`src/rtl/div_seq_pkg.sv`:
```
// Shared constants for the divide sequencer: FSM encodings, handshake
// levels and the iteration count.
package div_seq_pkg;

  localparam int DivIterations = 32;

  typedef enum logic [1:0] {
    DivFree   = 2'b00,
    DivByZero = 2'b01,
    DivOn     = 2'b10,
    DivEnd    = 2'b11
  } div_state_e;

  localparam logic DivResultReady    = 1'b1;
  localparam logic DivResultNotReady = 1'b0;
  localparam logic DivStart          = 1'b1;
  localparam logic DivStop           = 1'b0;

endpackage

```
`src/rtl/div_step.sv`:
```
// One radix-2 restoring iteration: trial subtract of the divisor from the
// upper working bits, then shift in the quotient bit.
module div_step #(
  parameter int DATA_W = 32
) (
  input  logic [2*DATA_W:0] work_i,
  input  logic [DATA_W-1:0] divisor_i,
  output logic [2*DATA_W:0] work_o
);

  logic [DATA_W:0] diff;

  assign diff = work_i[2*DATA_W:DATA_W] - {1'b0, divisor_i};

  // diff[DATA_W] set means the partial remainder was smaller than the divisor.
  assign work_o = diff[DATA_W] ? {work_i[2*DATA_W-1:0], 1'b0}
                               : {diff[DATA_W-1:0], work_i[DATA_W-1:0], 1'b1};

endmodule

```
`src/rtl/div_seq.sv`:
```
// Multi-cycle DIV/DIVU sequencer beside EX. Handshake: start_i is a level held
// until ready_o is seen; the result is valid while ready_o=1 and is dropped one
// cycle after start_i falls. stallreq_o = start_i & ~ready_o.
import div_seq_pkg::*;

module div_seq #(
  parameter int DATA_W = 32,
  parameter int CNT_W  = 6
) (
  input  logic                clk,
  input  logic                rst,
  input  logic                signed_div_i,
  input  logic [DATA_W-1:0]   opdata1_i,
  input  logic [DATA_W-1:0]   opdata2_i,
  input  logic                start_i,
  input  logic                annul_i,
  output logic [2*DATA_W-1:0] result_o,
  output logic                ready_o,
  output logic                stallreq_o,
  output div_state_e          dbg_state_o
);

  div_state_e          state_q, state_d;
  logic [CNT_W-1:0]    cnt_q, cnt_d;
  logic [2*DATA_W:0]   work_q, work_d, step_w;
  logic [DATA_W-1:0]   divisor_q, divisor_d;
  logic                q_neg_q, q_neg_d, r_neg_q, r_neg_d;
  logic [2*DATA_W-1:0] result_q, result_d;
  logic                ready_q, ready_d;
  logic [DATA_W-1:0]   abs1, abs2, quot, rem;
  logic                accept, last_iter;

  assign accept    = start_i & ~annul_i;
  assign last_iter = (cnt_q == CNT_W'(DATA_W));

  assign abs1 = (signed_div_i & opdata1_i[DATA_W-1]) ? -opdata1_i : opdata1_i;
  assign abs2 = (signed_div_i & opdata2_i[DATA_W-1]) ? -opdata2_i : opdata2_i;

  // Remainder takes the dividend's sign; quotient takes the XOR of both signs.
  assign quot = q_neg_q ? -work_q[DATA_W-1:0] : work_q[DATA_W-1:0];
  assign rem  = r_neg_q ? -work_q[2*DATA_W:DATA_W+1] : work_q[2*DATA_W:DATA_W+1];

  div_step #(.DATA_W(DATA_W)) u_step (
    .work_i    (work_q),
    .divisor_i (divisor_q),
    .work_o    (step_w)
  );

  always_ff @(posedge clk or negedge rst) begin
    if (!rst) begin
      state_q   <= DivFree;
      cnt_q     <= '0;
      work_q    <= '0;
      divisor_q <= '0;
      q_neg_q   <= 1'b0;
      r_neg_q   <= 1'b0;
      result_q  <= '0;
      ready_q   <= DivResultNotReady;
    end else begin
      state_q   <= state_d;
      cnt_q     <= cnt_d;
      work_q    <= work_d;
      divisor_q <= divisor_d;
      q_neg_q   <= q_neg_d;
      r_neg_q   <= r_neg_d;
      result_q  <= result_d;
      ready_q   <= ready_d;
    end
  end

  always_comb begin
    state_d = state_q;
    case (state_q)
      DivFree: begin
        if (accept) state_d = (opdata2_i == '0) ? DivByZero : DivOn;
      end
      DivByZero: state_d = DivEnd;
      DivOn: begin
        if (annul_i)        state_d = DivFree;
        else if (last_iter) state_d = DivEnd;
      end
      DivEnd: begin
        if (!start_i || annul_i) state_d = DivFree;
      end
      default: state_d = DivFree;
    endcase
  end

  always_comb begin
    cnt_d     = cnt_q;
    work_d    = work_q;
    divisor_d = divisor_q;
    q_neg_d   = q_neg_q;
    r_neg_d   = r_neg_q;
    result_d  = result_q;
    ready_d   = ready_q;
    case (state_q)
      DivFree: begin
        ready_d = DivResultNotReady;
        if (accept) begin
          divisor_d = abs2;
          q_neg_d   = signed_div_i & (opdata1_i[DATA_W-1] ^ opdata2_i[DATA_W-1]);
          r_neg_d   = signed_div_i & opdata1_i[DATA_W-1];
          work_d    = {{DATA_W{1'b0}}, abs1, 1'b0};
          cnt_d     = '0;
        end
      end
      DivByZero: begin
        result_d = '0;
        ready_d  = DivResultReady;
      end
      DivOn: begin
        if (annul_i) begin
          ready_d = DivResultNotReady;
        end else if (last_iter) begin
          result_d = {rem, quot};
          ready_d  = DivResultReady;
        end else begin
          work_d = step_w;
          cnt_d  = cnt_q + CNT_W'(1);
        end
      end
      DivEnd: begin
        if (!start_i || annul_i) begin
          result_d = '0;
          ready_d  = DivResultNotReady;
        end
      end
      default: ready_d = DivResultNotReady;
    endcase
  end

  assign result_o    = result_q;
  assign ready_o     = ready_q;
  assign stallreq_o  = start_i & ~ready_q;
  assign dbg_state_o = state_q;

endmodule
```
`config.mk`:
```
export PLATFORM = sky130hd
export DESIGN_NAME = div_seq
export DESIGN_NICKNAME = d
export VERILOG_FILES = /design/src/rtl/div_seq_pkg.sv /design/src/rtl/div_step.sv /design/src/rtl/div_seq.sv
export SDC_FILE = /design/constraint.sdc
export NUM_CORES = 1
export LEC_CHECK = 0
export ABC_AREA = 1
export CAP_MARGIN = 5
export CORE_MARGIN = 3
export CORE_UTILIZATION = 25
export CTS_BUF_LIST = sky130_fd_sc_hd__clkbuf_8
export CTS_CLUSTER_SIZE = 16
export DETAILED_ROUTE_END_ITERATION = 6
export SLEW_MARGIN = 20
export SYNTH_ARGS = -nofsm -noshare
export SYNTH_HDL_FRONTEND = slang
export SYNTH_SLANG_ARGS = --single-unit
```
`constraint.sdc`:
```
create_clock -name clk -period 4.63 [get_ports clk]
set_input_delay 0.926 -clock clk [delete_from_list [all_inputs] [get_ports clk]]
set_output_delay 0.926 -clock clk [all_outputs]
set_load 0.03 [all_outputs]
```
# Word level (Yosys, flattened, before mapping)
# Index checks and enable logic that the tools add are counted.
[word_totals] register_bits=172 out_inout_bits=68 wordCells=70
[op_classes] add_sub_neg=6 n_eq_ne=10 n_mux=27 n_bitwise=8 n_reduce_logical=11
[op_table] op="2-to-1 mux 65 bit" n=4
[op_table] op="2-to-1 mux 64 bit" n=3
[op_table] op="one-hot mux 64 bit (3 select lines)" n=1
[op_table] op="one-hot mux 65 bit (2 select lines)" n=1
[op_table] op="2-to-1 mux 32 bit" n=4
[op_table] op="negator 32 bit" n=4
[op_table] op="subtractor 33 x 32 -> 33 bit" n=1
[op_table] op="zero test 32 bit" n=1
[op_table] op="2-to-1 mux 6 bit" n=3
[op_table] op="one-hot mux 6 bit (2 select lines)" n=1
[op_table] op="2-to-1 mux 2 bit" n=5
[op_table] op="inequality test 2 bit, second input constant" n=5
[op_table] op="one-hot mux 2 bit (4 select lines)" n=1
[op_table] op="AND reduction 4 bit" n=2
[op_table] op="adder 6 x 1 -> 6 bit, second input constant" n=1
[op_table] op="equality test 6 bit, second input constant" n=1
[op_table] op="AND 1 bit" n=5
[op_table] op="equality test 2 bit, second input constant" n=2
[op_table] op="one-hot mux 1 bit (4 select lines)" n=1
[op_table] op="AND reduction 2 bit" n=2
[op_table] op="2-to-1 mux 1 bit" n=3
[op_table] op="inequality test 3 bit, second input constant" n=1
[op_table] op="AND reduction 3 bit" n=1
[op_table] op="nonzero test 3 bit" n=1
[op_table] op="other kinds (7)" n=8

# Depth between registers and ports, before layout
[logic_depth] ltp_word=5 ltp_mapped=18

# By module
# From an unflattened synthesis, not the netlist that was laid out.
[hier_totals] hier_cells=2258 area_unflattened_um2=13868.3
[by_module_without_submodules] mod="div_seq" n_inst=1 cells_each=1546 area_each_um2=10477.5 seq_area_each_um2=4304.1
[by_module_without_submodules] mod="div_step" n_inst=1 cells_each=712 area_each_um2=3390.8 seq_area_each_um2=0.0

# Worst setup path before layout
# Ideal clock, no wire load.
[synth_path] kind="input to output" startpoint="in start_i" endpoint="out stallreq_o" arrival_time_ns=1.348 required_time_ns=3.704 path_slack_ns=2.356 stages=2 n_path_buf=0 cell_sequence="inv_1 > nor2_1"
[synth_between] elab_chain_len=1
[synth_rtl] item="start: declaration" line="div_seq.sv:15" rtl="input logic start_i,"
[synth_rtl] item="AND 1 bit" line="div_seq.sv:135" rtl="assign stallreq_o = start_i & ~ready_q;"
[synth_rtl] item="end: declaration" line="div_seq.sv:19" rtl="output logic stallreq_o,"
# Every way passes these cells.

# Final worst setup path
# Same ends and word-level chain as after synthesis.

==> flow_summary_export.csv <==
group,metric,value,unit
status,outcome,"finished, final reports clean",
power,netSwitchingPower,0.00423,W
yosys,yosysTopAreaCell,"dfrtp_1",
global_routing,antenna_found_initial,0,
yosys,ys_seq_elements,172,
place,portBuffers,136,
cells_and_area,fin_area,15300,um^2
power,internal_power,0.00396,W
clocking,post_cts_buffers,0,
worst_setup_path,critPathRequiredTime,3.70,ns
route,routedWlPerCell,16.1,um
clocking,numCtsBuffers,17,
clocking,cts_sinks,172,
global_routing,grt.total_usage,0.163,
sta,final.hold.worst_slack,0.488,ns
yosys,synthCells,1966,
worst_setup_path,crit_buf_inv,3,
global_routing,grt_pass1_wl,69600,um
floorplan,die_h,233,um
floorplan,rows,82,
yosys,synth.area.top_cells,"dfrtp_1, nand2_1, inv_1, nand3_1, nor2_1",
yosys,synth_warnings,0,
worst_setup_path,critPathSlowestCell,"clkdlybuf4s50_1",
clocking,clock_latency,0.50,ns
sta,finalHoldViolCount,0,
clocking,clk_path_buf_depth,2,
power,p_seq_frac,0.310,
global_routing,grt_max_degree,98,
route,dr.pass1.iters,6,
route,via_per_inst,4.67,
sta,clock_skew,0.0185,ns
clocking,cts.repair.resized,0,
sta,final.period_utilization,0.686,
sta,worst_slack,1.46,ns
floorplan,dieArea,54300,um^2
yosys,async_reset_ff_frac,1.00,
sta,worst_pin_slew,0.986,ns
clocking,htreeDepth,4,
global_routing,grt_remaining_overflow,0,
sta,rsz0062_at_grt,"no",
power,switching_share,0.516,
floorplan,coreArea,50600,um^2
flow_run,drv_cap,0,
floorplan,start_util,0.255,
cells_and_area,syn_to_final_growth,18.5,%
place,gp_congestion,0.917,
cells_and_area,final_util,0.302,
floorplan,io_pins,137,
worst_setup_path,max_stage_delay,0.68,ns
worst_setup_path,cp_max_fo,3,
route,detail-route-antenna-nets,0,
clocking,cts-hold-fix-buffers,0,
route,drc_errors,0,
worst_setup_path,start_kind,"primary input",
yosys,yosysSeqAreaShare,0.334,
power,p_clk_frac,0.127,
place,dpl-instance-area,14900,um^2
yosys,syn-num-nets,2079,
yosys,syn_area,12900,um^2
sta,slew_headroom,0.343,
place,dp_hpwl,35500,um
clocking,tritoncts,"done",
route,postRouteWirelength,44500,um
cells_and_area,num-nets-final,2191,
sta,max_clock_freq,315,MHz
sta,final.setup.tns,0,ns
place,dpl_worst_slack,1.30,ns
yosys,synth_edf_count,0,
global_routing,grt_pass1_vias,12400,
worst_setup_path,cp_cell_sequence,"clkdlybuf4s50_1, inv_1, nor2_1, clkdlybuf4s50_1",
worst_setup_path,cp-end-kind,"primary output",
sta,setup_viol,0,
power,p_per_area,536,nW/um^2
yosys,synth_ff_type,"dfrtp_1",
clocking,cts.clk_slew.worst_paths,0.09,ns
power,p_leak,7.77,nW
yosys,ys_types,51,
clocking,clockRootBuffer,"clkbuf_8",
sta,fin_crit,3.17,ns
route,vias,12900,
worst_setup_path,path_delay_family,"buffers and inverters",
floorplan,die_w,233,um
worst_setup_path,path_class,"primary input to primary output",
route,dr.first_iter.drc_count,939,
yosys,synth_top_area_frac,0.334,
cells_and_area,drive_above_1_share,0.0421,
yosys,avgSynthCellArea,6.56,um^2
cells_and_area,diodes,0,
worst_setup_path,crit_top_cell,"clkdlybuf4s50_1",
power,irDropWorstVdd,0.290,mV
power,combPwrFrac,0.563,
sta,final_max_slew_viol_count,0,
worst_setup_path,cp.arrival,2.25,ns
hold_path,hold_path_class,"flip-flop to flip-flop",
-- layout by cell type, fill, tap and decap left out, types with 3 or more instances in the layout --
cell type and instances:
o211ai_1 4, o221ai_1 11, o21bai_1 6, a21oi_1 69
a22oi_1 21, inv_6 6, nor3_1 24, xnor2_1 19
a32o_1 4, nand4_1 18, clkbuf_8 18, nand3_1 174
nor4_1 6, inv_1 257, nor2_2 3, inv_2 7
clkdlybuf4s50_1 135, o21ai_1 31, ha_1 43, nand3b_1 8
xor2_1 51, buf_4 12, clkinvlp_4 5, o21ai_2 3
nor2_1 167, or2_2 7, o21ai_0 113, o31ai_1 6
nand2_1 644, nand2_2 11, nor3b_1 4, a21oi_2 3
dfrtp_1 172
-- routing by layer --
| metal | track usage | wire length [um] | up-vias |
|---|---|---|---|
| li1 | - | - | 6529 |
| met2 | 0.260 | 20200 | 299 |
| met1 | 0.228 | 21000 | 6027 |
| met3 | 0.0322 | 2490 | 42 |
| met5 | 0 | 0 | - |
| met4 | 0.0383 | 812 | 0 |
-- cell usage after synthesis (all sizes together), types with 8 or more instances --
library cell	n
buf	27
inv	265
a21oi	73
xor2	51
xnor2	19
ha	43
nor3	25
nand3	174
clkbuf	29
nor2	172
nand2	657
o21ai	147
nand3b	9
o221ai	11
a22oi	21
dfrtp	172
nand4	19
or2	8
-- cell type report --
type / instances / area, um^2
flip-flops and latches: 172 / 4300
repair buffers: 149 / 1470
inverters: 267 / 1000
clock inverters: 13 / 106
multi-input cells: 1471 / 7300
well taps: 672 / 841
clock buffers: 18 / 248
fillers: 5545 / 35300
-- cell families (layout without fill, tap and decap cells) --
kind of cell	count (synthesis)	in the layout	share of synthesized area
xor gates and xnor gates	70	70	0.0476
adders and majority gates	44	44	0.0433
DFF	172	172	0.334
buffers and inverters	323	447	0.0997
and+or+nand+nor	1077	1077	0.351
AOI/OAI and AO/OA	280	280	0.125
-- per-stage QoR --
stage | total power [W] | instances
CTS | 0.00824 | 2762
floorplan | 0.00555 | 1966
global route | 0.00890 | 2762
detailed placement | 0.00718 | 2731
finish | 0.00819 | 2762
global placement | 0.00712 | 2731
-- path summary, 6_finish.rpt --
kind	depth (start not counted)	slack [ns]	to	from
setup reg to reg	10	1.58	work_q[22]$_DFFE_PN0P_	dbg_state_o[0]$_DFFE_PN0P_
max in group asynchronous	2	3.19	result_o[46]$_DFFE_PN0P_	rst
hold reg to reg	2	0.49	result_o[59]$_DFFE_PN0P_	result_o[59]$_DFFE_PN0P_
setup / recovery	4	1.46	stallreq_o	start_i
hold / removal	2	0.49	result_o[59]$_DFFE_PN0P_	result_o[59]$_DFFE_PN0P_
min in group asynchronous	1	0.52	result_o[17]$_DFFE_PN0P_	rst
-- power by group through the flow --
stage          Clock, W  Combinational, W  Sequential, W
3_3_place_gp          0           0.00457        0.00255
4_1_cts         0.00107           0.00464        0.00253
2_1_floorplan         0           0.00274        0.00281
6_report        0.00104           0.00461        0.00254
3_5_place_dp          0           0.00462        0.00256
5_1_grt         0.00113           0.00517        0.00261
-- sequential cells by signal (all words and copies together) (netlist names) --
register     flops
dbg_state_o      2
result_o        64
ready_o          1
work_q          65
q_neg_q          1
r_neg_q          1
divisor_q       32
cnt_q            6
-- worst min-delay path, cell delays in order, from the launching register on --
cell	delay, ns
dfrtp_1	0.36
nand2_1	0.05
nand2_1	0.05
Power figures use the tool's default switching activity.
